### src/rtl/unsigned_mul_8x8_ha_reducer_pkg.sv
// rtl/unsigned_mul_8x8_ha_reducer_pkg.sv - shared widths and FSM state type for the HA-array product reducer
package unsigned_mul_8x8_ha_reducer_pkg;

  localparam int NUM_ARRAYS = 4;
  localparam int B_W        = 7;   // carry (bottom) row width
  localparam int T_W        = 9;   // sum (top) row width
  localparam int ROW_W      = 10;  // one array's row value, max 1019
  localparam int ACC_W      = 17;  // product plus overflow bit
  localparam int PROD_W     = 16;

  typedef enum logic [1:0] {
    IDLE = 2'd0,
    ACC  = 2'd1,
    DONE = 2'd2
  } state_t;

endpackage

### src/rtl/unsigned_mul_8x8_ha_reducer_ha_row.sv
// rtl/unsigned_mul_8x8_ha_reducer_ha_row.sv - combinational row value of one half-adder array
//
// Ports:
//   b   - bottom (carry) row, bit k weighs 2^(k+2)
//   t   - top (sum) row, bit k weighs 2^k
//   row - weighted sum of both rows, 10 bits (max 511 + 508 = 1019)
module ha_row_value
  import unsigned_mul_8x8_ha_reducer_pkg::*;
(
  input  logic [B_W-1:0]   b,
  input  logic [T_W-1:0]   t,
  output logic [ROW_W-1:0] row
);

  // Carry bits sit two columns left of the matching sum bits.
  assign row = ROW_W'(t) + (ROW_W'(b) << 2);

endmodule

### src/rtl/unsigned_mul_8x8_ha_reducer.sv
// rtl/unsigned_mul_8x8_ha_reducer.sv - sequential reducer summing four shifted HA-array rows into a 16-bit product
//
// Ports:
//   clk, rst            - clock, synchronous active-high reset
//   in_valid, in_ready  - bundle handshake; ready only in IDLE
//   ha_array_<i>_b/_t   - bottom/top rows of array i (i = 0..3)
//   out_valid, out_ready- result handshake; valid only in DONE
//   prod, ovf           - sum modulo 2^16 and its bit 16
//
// A bundle accepted in cycle N spends N+1..N+4 accumulating one array per
// cycle and presents its result from N+5 until out_ready.
module unsigned_mul_8x8_ha_reducer
  import unsigned_mul_8x8_ha_reducer_pkg::*;
#(
  parameter int NUM_ARRAYS = 4,
  parameter int PROD_W     = 16
) (
  input  logic              clk,
  input  logic              rst,
  input  logic              in_valid,
  output logic              in_ready,
  input  logic [B_W-1:0]    ha_array_0_b,
  input  logic [B_W-1:0]    ha_array_1_b,
  input  logic [B_W-1:0]    ha_array_2_b,
  input  logic [B_W-1:0]    ha_array_3_b,
  input  logic [T_W-1:0]    ha_array_0_t,
  input  logic [T_W-1:0]    ha_array_1_t,
  input  logic [T_W-1:0]    ha_array_2_t,
  input  logic [T_W-1:0]    ha_array_3_t,
  output logic              out_valid,
  input  logic              out_ready,
  output logic [PROD_W-1:0] prod,
  output logic              ovf
);

  localparam logic [1:0] LAST_IDX = 2'(NUM_ARRAYS - 1);

  state_t state, state_nxt;

  logic [ACC_W-1:0] acc;
  logic [1:0]       idx;
  logic [B_W-1:0]   cap_b [4];
  logic [T_W-1:0]   cap_t [4];

  logic [ROW_W-1:0] row;
  logic [ACC_W-1:0] row_shifted;
  logic             accept;

  // Hold ready low during reset so nothing is accepted in that cycle.
  assign in_ready  = (state == IDLE) && !rst;
  assign accept    = in_valid && in_ready;
  assign out_valid = (state == DONE);
  assign prod      = acc[PROD_W-1:0];
  assign ovf       = acc[ACC_W-1];

  // One row evaluator shared across the four captured arrays.
  ha_row_value u_row (
    .b   (cap_b[idx]),
    .t   (cap_t[idx]),
    .row (row)
  );

  assign row_shifted = ACC_W'(row) << {idx, 1'b0};

  always_comb begin
    state_nxt = state;
    case (state)
      IDLE:    if (accept) state_nxt = ACC;
      ACC:     if (idx == LAST_IDX) state_nxt = DONE;
      DONE:    if (out_ready) state_nxt = IDLE;
      default: state_nxt = IDLE;
    endcase
  end

  always_ff @(posedge clk) begin
    if (rst) begin
      state <= IDLE;
      acc   <= '0;
      idx   <= '0;
      for (int i = 0; i < 4; i++) begin
        cap_b[i] <= '0;
        cap_t[i] <= '0;
      end
    end else begin
      state <= state_nxt;
      case (state)
        IDLE: begin
          if (accept) begin
            acc      <= '0;
            idx      <= '0;
            cap_b[0] <= ha_array_0_b;
            cap_b[1] <= ha_array_1_b;
            cap_b[2] <= ha_array_2_b;
            cap_b[3] <= ha_array_3_b;
            cap_t[0] <= ha_array_0_t;
            cap_t[1] <= ha_array_1_t;
            cap_t[2] <= ha_array_2_t;
            cap_t[3] <= ha_array_3_t;
          end
        end
        ACC: begin
          acc <= acc + row_shifted;
          idx <= idx + 2'd1;
        end
        default: ;
      endcase
    end
  end

endmodule

### config.mk
export PLATFORM = sky130hd
export DESIGN_NAME = unsigned_mul_8x8_ha_reducer
export DESIGN_NICKNAME = d
export VERILOG_FILES = /design/src/rtl/unsigned_mul_8x8_ha_reducer_pkg.sv /design/src/rtl/unsigned_mul_8x8_ha_reducer_ha_row.sv /design/src/rtl/unsigned_mul_8x8_ha_reducer.sv
export SDC_FILE = /design/constraint.sdc
export NUM_CORES = 1
export LEC_CHECK = 0
export BUFFER_PORTS_ARGS = -buffer_cell sky130_fd_sc_hd__buf_2
export CAP_MARGIN = 20
export CORE_MARGIN = 2
export CORE_UTILIZATION = 63
export CTS_BUF_LIST = sky130_fd_sc_hd__clkbuf_4
export DETAILED_ROUTE_END_ITERATION = 6
export PLACE_DENSITY_LB_ADDON = 0.3
export SLEW_MARGIN = 25
export SYNTH_ARGS = -nofsm -noshare
export SYNTH_HDL_FRONTEND = slang
export SYNTH_HIERARCHICAL = 1
export SYNTH_SLANG_ARGS = --single-unit
### constraint.sdc
create_clock -name clk -period 11.6 [get_ports clk]
set_input_delay 1.74 -clock clk [delete_from_list [all_inputs] [get_ports clk]]
set_output_delay 1.74 -clock clk [all_outputs]
set_load 0.02 [all_outputs]
# Yosys cells after proc, flatten, opt, wreduce, memory -nomap -nowiden
# Memories as Yosys holds them, arrays and structs flattened. A register that Yosys moved wholly into a read port is not among the register bits.
# Index checks and enable logic that the tools add are counted.
classes:
  n_addsub: 3
  eq_ne: 6
  shifts: 1
  n_mux: 26
  n_bitwise: 8
  n_reduce_logical: 7
op_table:
  columns: ["op", "count"]
  rows:
  - ["two-way mux 9 bit", 4]
  - ["case mux 17 bit (2 select lines)", 1]
  - ["two-way mux 7 bit", 4]
  - ["adder 17 bit", 1]
  - ["two-way mux 17 bit", 1]
  - ["left shift 10 x 3 -> 17 bit", 1]
  - ["two-way mux 2 bit", 8]
  - ["adder 9 x 9 -> 10 bit", 1]
  - ["OR 1 bit", 8]
  - ["two-way mux 1 bit", 6]
  - ["case mux 2 bit (3 select lines)", 1]
  - ["== test 2 bit (second input constant)", 2]
  - ["inequality test 2 bit (second input constant)", 2]
  - ["case mux 2 bit (2 select lines)", 1]
  - ["AND reduction 3 bit", 1]
  - ["adder 2 x 1 -> 2 bit (second input constant)", 1]
  - ["== test 2 x 1 -> 1 bit (second input constant)", 1]
  - ["logical AND 1 bit", 2]
  - ["zero test 2 bit", 1]
  - ["inequality test 2 x 1 -> 1 bit (second input constant)", 1]
  - ["AND reduction 2 bit", 1]
  - ["nonzero test 2 bit", 1]
  - ["zero test 1 bit", 1]
word_totals:
  ff_bits: 21
  mem_bits_rw: 64
  inputBits: 68
  output_inout_bits: 19
  elab_cells: 56
  memories: 2
mem_list:
  columns: ["memory", "depth", "word_bits", "read_ports", "rd_ports_with_merged_regs", "write_ports", "line_no", "text"]
  rows:
  - ["cap_t", 4, 9, 1, 1, 4, "unsigned_mul_8x8_ha_reducer.sv:43", "logic [T_W-1:0] cap_t [4];"]
  - ["cap_b", 4, 7, 1, 1, 4, "unsigned_mul_8x8_ha_reducer.sv:42", "logic [B_W-1:0] cap_b [4];"]

# Logic depth before layout (Yosys ltp)
# Gate-level depths: netlist (run 1).
logic_depth:
  ltp_word: 8
  ltp_mapped: 20
  ltp_nobuf: 18

# By module
# The synthesis (run 1) kept the hierarchy.
by_module_without_submodules:
  columns: ["mod", "instances", "cells_per_inst", "area_per_inst_um2", "seq_area_each_um2"]
  rows:
  - ["unsigned_mul_8x8_ha_reducer", 1, 377, 4596.9, 2382.3]
  - ["ha_row_value", 1, 39, 301.5, 0.0]

# Worst setup path before layout (run 1)
# No wires, ideal clock.
synth_path:
  path_kind: "flip-flop to flip-flop"
  from: "register (tool-made name)"
  to: "register acc[13]"
  setup_time_ns: 0.117
  t_arrival_ns: 4.270
  t_required_ns: 11.483
  path_slack_ns: 7.212
  stages_incl_launch_ff: 21
  path_buffers: 2
  synth_period_minus_slack_ns: 4.388
  cell_sequence: "dfxtp_1 buf_2 buf_2 mux4_2 ha_1 inv_1 fa_1 nor2b_1 o31a_1 mux2i_1 nand2_1 mux2_2 nor2_1 a21oi_1 ha_1 a21oi_4 o21ai_2 a2111oi_4 nor2_1 or3_1 a32o_1"
synth_lines:
  columns: ["element", "line_no", "text"]
  rows:
  - ["end signal, assigned", "unsigned_mul_8x8_ha_reducer.sv:102", "acc <= acc + row_shifted;"]
  - ["end, declared", "unsigned_mul_8x8_ha_reducer.sv:40", "logic [ACC_W-1:0] acc;"]

==> run metrics, run 1 <==
outcome=finished, final reports clean; Gate Count Post-Synth=416; Final Setup Violations=0; fin crit share=approximately two fifths; switching power total=244 µW; vias per cell=about 6.0; VDD IR max=a little over 0.08 mV; Port Buffers=86; nets@finish=578; Synth-to-Final Area Change=12.0%; Via Count=roughly 3,600; total CTS buffers=9; Leak=2.52 nW; CTS tree=done; Comb power frac=27.2%; Synth Net Count=510; Clock Tree Buf Depth=2; Worst Hold Class=reg -> reg; Chip Height=between 90 and 100 µm; Synth area leader=edfxtp_1; Pwr Total=761 µW; initial core utilization=64.1%; post-synth top area share=~40%; PwrDens=around 140 nW/µm²; Hold Path Origin=acc[4]; initial DRC count=229; Worst Path Required=11.95 ns; gpl congestion=around 0.98; maximum number of pins on one net before global-route repair=about 70; crit path launch type=register; Fmax achieved=between 200 and 250 MHz; post-DP HPWL=7460 µm; RSZ-0062 raised after global routing=no; TNS Setup=0 ns; Slew Viols, Final=0; Clock Skews=0.0235 ns; syn_area_per_cell=11.8 µm²; final WL=10,200 µm; initial antenna violation count=0; CP endpoint kind=register; Final Hold Fails=0; DRC viols=0; pre-CTS WS=6.58 ns; sequential share of power=49.0%; critical path fanouts, max=16; R2R depth=18; row count=32; H-tree Lvls=3; clock power share=23.7%; Internal=slightly above 500 µW; Rel. slew slack=between 40% and 50%; cts hold-fix bufs=0; GRT Overall Usage=roughly a quarter; ys async rst share=0%; number of global-route vias before repair=3,496; Least-Margin Pin Slew=0.811 ns; Chip Width=92.2 µm; clk_lat worst skew=0.44 ns; switch share=32.0%; Ports=between 80 and 90; clock root buffer=clkbuf_4; cell area after synthesis=4900 µm²; Detailed Routing Iterations Pass 1=4; CTS resizes=0; Seq cells post-synth=87; share of layout cells above drive strength 1=28.0%; YS warnings=6; Routed Antenna Nets=0; CP Class=reg -> reg; first-pass GRT wire length=approximately 17,000 µm; post-synthesis sequential area ratio=48.6%; fill cell count=~530; Main synth FF type=edfxtp_1; full die area=8500 µm²; antenna cells=0; Max-Cap Viols=0; Routed wire per std cell=between 15 and 20 µm; Synth area leaders=edfxtp_1, dfxtp_1, and3_1; Finished Layout Cells=591; clock sinks=87; grt ovf=0; Netlist cell types=59; number of flops mapped to enable cells by yosys=64; Arrival @ worst endpoint=5.13 ns; Hold Path Depth=2; post-route setup slack=6.82 ns; Tmin final=around 4.8 ns; Core Region=7650 µm²; postcts setup bufs=0; Reg clk slew, reported paths=roughly 0.15 ns; number of cells after detailed placement=575
layer usage:
layer | GRT usage, % | vias up | wire, µm
met5 | 0 | - | 0
met4 | 10.2 | 0 | 230
met3 | 4.85 | 19 | 568
met2 | 43.7 | 134 | 5240
li1 | - | 1715 | -
met1 | 30.7 | 1699 | 4170
kinds of logic (layout without fill, tap and decap cells):
kind of cell,count (synthesis),in the layout,share of synthesized area [%]
AOI/OAI and AO/OA,78,78,12.6
xor gates and xnor gates,13,13,2.32
adders and majority gates,26,26,6.95
buffers and inverters,41,114,3.65
DFF,87,87,48.6
muxes,30,30,10.3
and+or+nand+nor,141,141,15.6
critical path: stages, from the launching register on:
cell	delay [ns]
dfxtp_1	0.82
mux4_2	0.35
ha_1	0.18
inv_1	0.06
fa_1	0.40
nor2b_1	0.24
o31a_1	0.21
mux2i_1	0.21
nand2_1	0.10
mux2_2	0.29
nor2_1	0.09
a21oi_1	0.06
ha_1	0.41
a21oi_4	0.18
o21ai_2	0.09
a2111oi_4	0.33
nor2_1	0.08
or3_1	0.34
a32o_1	0.24
placed cells by master (no fill, tap or decap), types with 3 or more instances in the layout:
cell type  instances
a21o_1             4
a21oi_1           16
a22o_1             8
a22oi_1            5
a31oi_1            3
a32o_1             3
and3_1            68
buf_2             86
clkbuf_4           9
dfxtp_1           22
edfxtp_1          64
ha_1              24
inv_1             10
mux2i_1           11
mux4_2            16
nand2_1           16
nand2b_1           4
nand3_1            3
nor2_1            28
nor2b_1           10
o21a_1             3
o21ai_0            9
o21ai_1            3
xnor2_1            9
xor2_1             4
synth_stat cells (all sizes together), types with 10 or more instances:
cell / count
a21oi: 19
and3: 68
clkbuf: 24
dfxtp: 23
edfxtp: 64
ha: 24
inv: 10
mux2i: 11
mux4: 16
nand2: 17
nor2: 28
nor2b: 10
o21ai: 13
flip-flops by register name (all words and copies together) (netlist names), named ones only:
signal,cells
cap_t,36
cap_b,28
acc,17
idx,2
state,2
stage by stage:
step	cell area (µm²)	util, %	hold WS (ns)
floorplan	4900	-	0.498
global placement	5340	69.8	0.480
detailed placement	5340	69.8	0.490
CTS	5480	71.7	0.513
global route	5490	71.7	0.527
finish	5490	71.7	0.503
path summary, 6_finish.rpt:
path	slack, ns	to
worst max-delay path	6.82	acc[13]
worst min-delay path	0.50	acc[4]
worst max register to register	6.82	acc[13]
worst min register to register	0.50	acc[4]
cell type report:
type | count | area [µm²] | area share [%]
Clock buffer | 9 | 67.6 | 1.23
Sequential cell | 87 | 2380 | 43.5
Timing Repair Buffer | 88 | 445 | 8.12
Clock inverter | 7 | 78.8 | 1.44
Inverter | 10 | 37.5 | 0.684
Multi-Input combinational cell | 288 | 2340 | 42.7
Tap cell | 102 | 128 | 2.33
power by group through the flow:
stage / clock network, mW / registers [mW] / logic, mW
5_1_grt: 0.193 / 0.376 / 0.227
6_report: 0.181 / 0.373 / 0.207
4_1_cts: 0.183 / 0.374 / 0.205
3_5_place_dp: 0 / 0.381 / 0.204
3_3_place_gp: 0 / 0.380 / 0.198
2_1_floorplan: 0 / 0.379 / 0.156
(Power assumes the default switching activity.)
==> run 2: changes to the inputs <==
Settings changed: ABC_AREA from default to 1, CORE_UTILIZATION 63 to 54.
Clock period 11.6 ns to 3.91 ns, I/O delays scaled along.
==> run 2 against run 1 <==
Sequential share of layout area shrank 4.9 points. Worst hold slack got worse by 0.12 ns. Non-clock buffer count grew 5. Flip-flop and latch count unchanged. Synthesized cell count is 63% higher. Largest power group unchanged. Synthesized area grew 13%. Critical endpoint is now acc[14]. Power grew to 3.6 times the previous value.
==> run metrics, run 2 <==
Final Setup Violations=0 (unchanged); Synth Area in Compound Gates=9.44% (-3.2 points); PwrDens=438 nW/µm² (+220%); Reg-to-Reg End=acc[14]; Synth Area in XOR/XNOR=0.474% (-1.9 points); Worst Hold Class=in -> reg; Least-Margin Pin Slew=0.784 ns (-0.0272 ns); hold_ws=0.381 ns (-0.122 ns); post-DP HPWL=8550 µm (+15%); most frequent CP cell=nand2_1; Final Hold Fails=0 (unchanged); largest family of logic cells by synthesized area=simple AND/OR/NAND/NOR gates; Main synth FF type=edfxtp_1; CP Class=reg -> reg; Routed Antenna Nets=0 (unchanged); simple-gate share of the synthesized area=27.7% (+12 points); Hold Path Origin=out_ready; fin crit share=89.7% (+49 points); row count=36 (+13%); gpl congestion=0.880 (-10%); Clock Skews=0.0220 ns (-0.00154 ns); Rel. slew slack=47.8% (+1.8 points); Biggest register=cap_t; final WL=11,200 µm (+9.7%); clk_lat worst skew=0.45 ns (about the same); Worst Path Required=4.30 ns (-7.65 ns); DRC viols=0 (unchanged); Max-Cap Viols=0 (unchanged); Leak=3.05 nW (+21%); critical path fanouts, max=20 (+4); clock root buffer=clkbuf_4; outcome=finished, final reports clean; total CTS buffers=9 (unchanged); antenna cells=0 (unchanged); Finished Layout Cells=897 (+52%); Core Region=9860 µm² (+29%); most frequent cells in the layout=inv_1, nand2_1, buf_2; RSZ-0062 raised after global routing=no; Synth-to-Final Area Change=11.7%; post-synthesis mux area share=1.44% (-8.8 points); Hold Path Depth=4 (+2); H-tree Lvls=3 (unchanged); syn_area_per_cell=8.16 µm² (-31%); postcts setup bufs=0 (unchanged); Routed wire per std cell=12.5 µm (-28%); Slew Viols, Final=0 (unchanged); flop2flop setup slack=0.40 ns (-6.42 ns); Synth Area in Adders=6.14% (-0.81 points); number of global-route vias before repair=4,136 (+18%); VDD IR max=0.272 mV (+230%); GRT Overall Usage=21.4% (-3.6 points); Core Util, Final=62.7% (-9.0 points); vias per cell=4.89 (-19%); Fmax achieved=285 MHz (+36%); initial core utilization=56.2% (-7.9 points); post-synthesis sequential area ratio=43.0% (-5.7 points); R2R depth=22 (+4); TNS Setup=0 ns (unchanged); synth cell count leaders=inv_1, nand2_1, nor2_1, edfxtp_1, o21ai_0; grt ovf=0 (unchanged); first-pass GRT wire length=19,000 µm (+14%); Clock Tree Buf Depth=2 (unchanged); Tmin final=3.51 ns (-1.27 ns); Via Count=4,384 (+23%); Seq cells post-synth=87 (unchanged); most common cell after layout, fill and taps aside=inv_1; initial antenna violation count=0 (unchanged); Ports=87 (unchanged); top-count cell post-synth=inv_1; Reg clk slew, reported paths=0.14 ns (about the same); hold worst-path end=state[1]; Arrival @ worst endpoint=3.89 ns (-1.24 ns); crit path launch type=register; cts hold-fix bufs=0 (unchanged); CTS tree=done; CTS resizes=0 (unchanged); clock sinks=87 (unchanged); post-synth top area share=34.7% (-4.6 points); critical-path cell list=inv_1, buf_6, o21ai_0, o22ai_1, ha_1, inv_1, fa_1, nor2_1, nor2_1, xnor2_1, mux2i_1, mux2i_1, ha_1, nand2_2, inv_2, nand2_1, nand2_1, a21oi_1, nand2_1, nand2_1, nand3_1, a21oi_1; Netlist cell types=37 (-37%); Largest regs=cap_t x36, cap_b x28, acc x17; number of cells after detailed placement=881 (+53%); share of layout cells above drive strength 1=23.4% (-4.6 points); Chip Height=105 µm (+14%); CP endpoint kind=register; Synth area leaders=edfxtp_1, inv_1, nand2_1; Detailed Routing Iterations Pass 1=6 (+2); full die area=11,100 µm² (+31%); cell area after synthesis=5540 µm² (+13%); Synth area leader=edfxtp_1; maximum number of pins on one net before global-route repair=65 (-4.4%); CP max stage delay=0.43 ns (-0.39 ns); Worst path slowest cell=fa_1; Gate Count Post-Synth=679 (+63%); ys async rst share=0% (unchanged); number of flops mapped to enable cells by yosys=64 (unchanged); number of flip-flops in the largest register=36 (unchanged); initial DRC count=276 (+21%); nets@finish=853 (+48%); Port Buffers=86 (unchanged); Chip Width=105 µm (+14%); YS warnings=6 (unchanged); Synth Net Count=773 (+52%)
## run 2: cell types whose count changed after synthesis, sizes merged, moves of 8 or more
| cell | change |
|---|---|
| inv | +124 |
| nand2 | +116 |
| nor2 | +92 |
| and3 | -68 |
| o21ai | +33 |
| nand3 | +26 |
| mux4 | -16 |
| o22ai | +16 |
| a21oi | +13 |
| clkbuf | -11 |
| nor2b | -10 |
| a22o | -8 |
## run 2: worst max-delay path, delay by kind of cell, from the launching register on
family	cells	cell delay [ns]
flip-flops	1	0.37
adder cells (fa/ha/maj)	3	0.94
multiplexers	2	0.35
AND/OR/NAND/NOR	8	0.66
buffers and inverters	4	0.35
XOR/XNOR	1	0.17
AO/OA/AOI/OAI	4	0.59
## run 2: metrics by stage
step / instance area (µm²) / power (mW) / setup slack [ns]
3_5_place_dp: 6050 / 2.26 / 0.368
2_1_floorplan: 5540 / 2.01 / 0.650
6_report: 6190 / 2.71 / 0.403
5_1_grt: 6190 / 2.92 / 0.0237
4_1_cts: 6170 / 2.71 / 0.326
3_3_place_gp: 6050 / 2.23 / 0.518
## run 2: layer usage
metal | global-route usage, % | part of all wire (%) | vias to the layer above
li1 | - | - | 2316
met1 | 25.5 | 43 | 1955
met2 | 38.5 | 51 | 96
met3 | 3.53 | 3.7 | 17
met4 | 8.48 | 1.7 | 0
met5 | 0 | 0 | -
## run 2: worst max-delay path by stage
stage	to	depth (start not counted)
after floorplan	acc[16]	23
after global placement	acc[16]	22
after detailed placement	acc[14]	21
after CTS	acc[14]	21
after global routing	acc[16]	23
final	acc[14]	22
## run 2: logic make-up after synthesis
| group | Yosys count |
|---|---|
| adder cells (fa/ha/maj) | 26 |
| AO/OA/AOI/OAI | 98 |
| multiplexers | 8 |
| buffers and inverters | 158 |
| AND/OR/NAND/NOR | 299 |
| XOR/XNOR | 3 |
| flip-flops | 87 |
## run 2: area by class of cell
type | count | area, µm²
clock buffers | 10 | 75.1
clock inverters | 6 | 45.0
fillers | 869 | 3670
inverters | 134 | 512
multi-input cells | 434 | 2510
flip-flops and latches | 87 | 2380
well taps | 133 | 166
repair buffers | 93 | 498
## run 2: power by group
| group | leakage (nW) | internal, mW | switching [mW] |
|---|---|---|---|
| registers | 0.863 | 1.08 | 0.0535 |
| logic | 2.13 | 0.404 | 0.712 |
| clock network | 0.0590 | 0.140 | 0.321 |
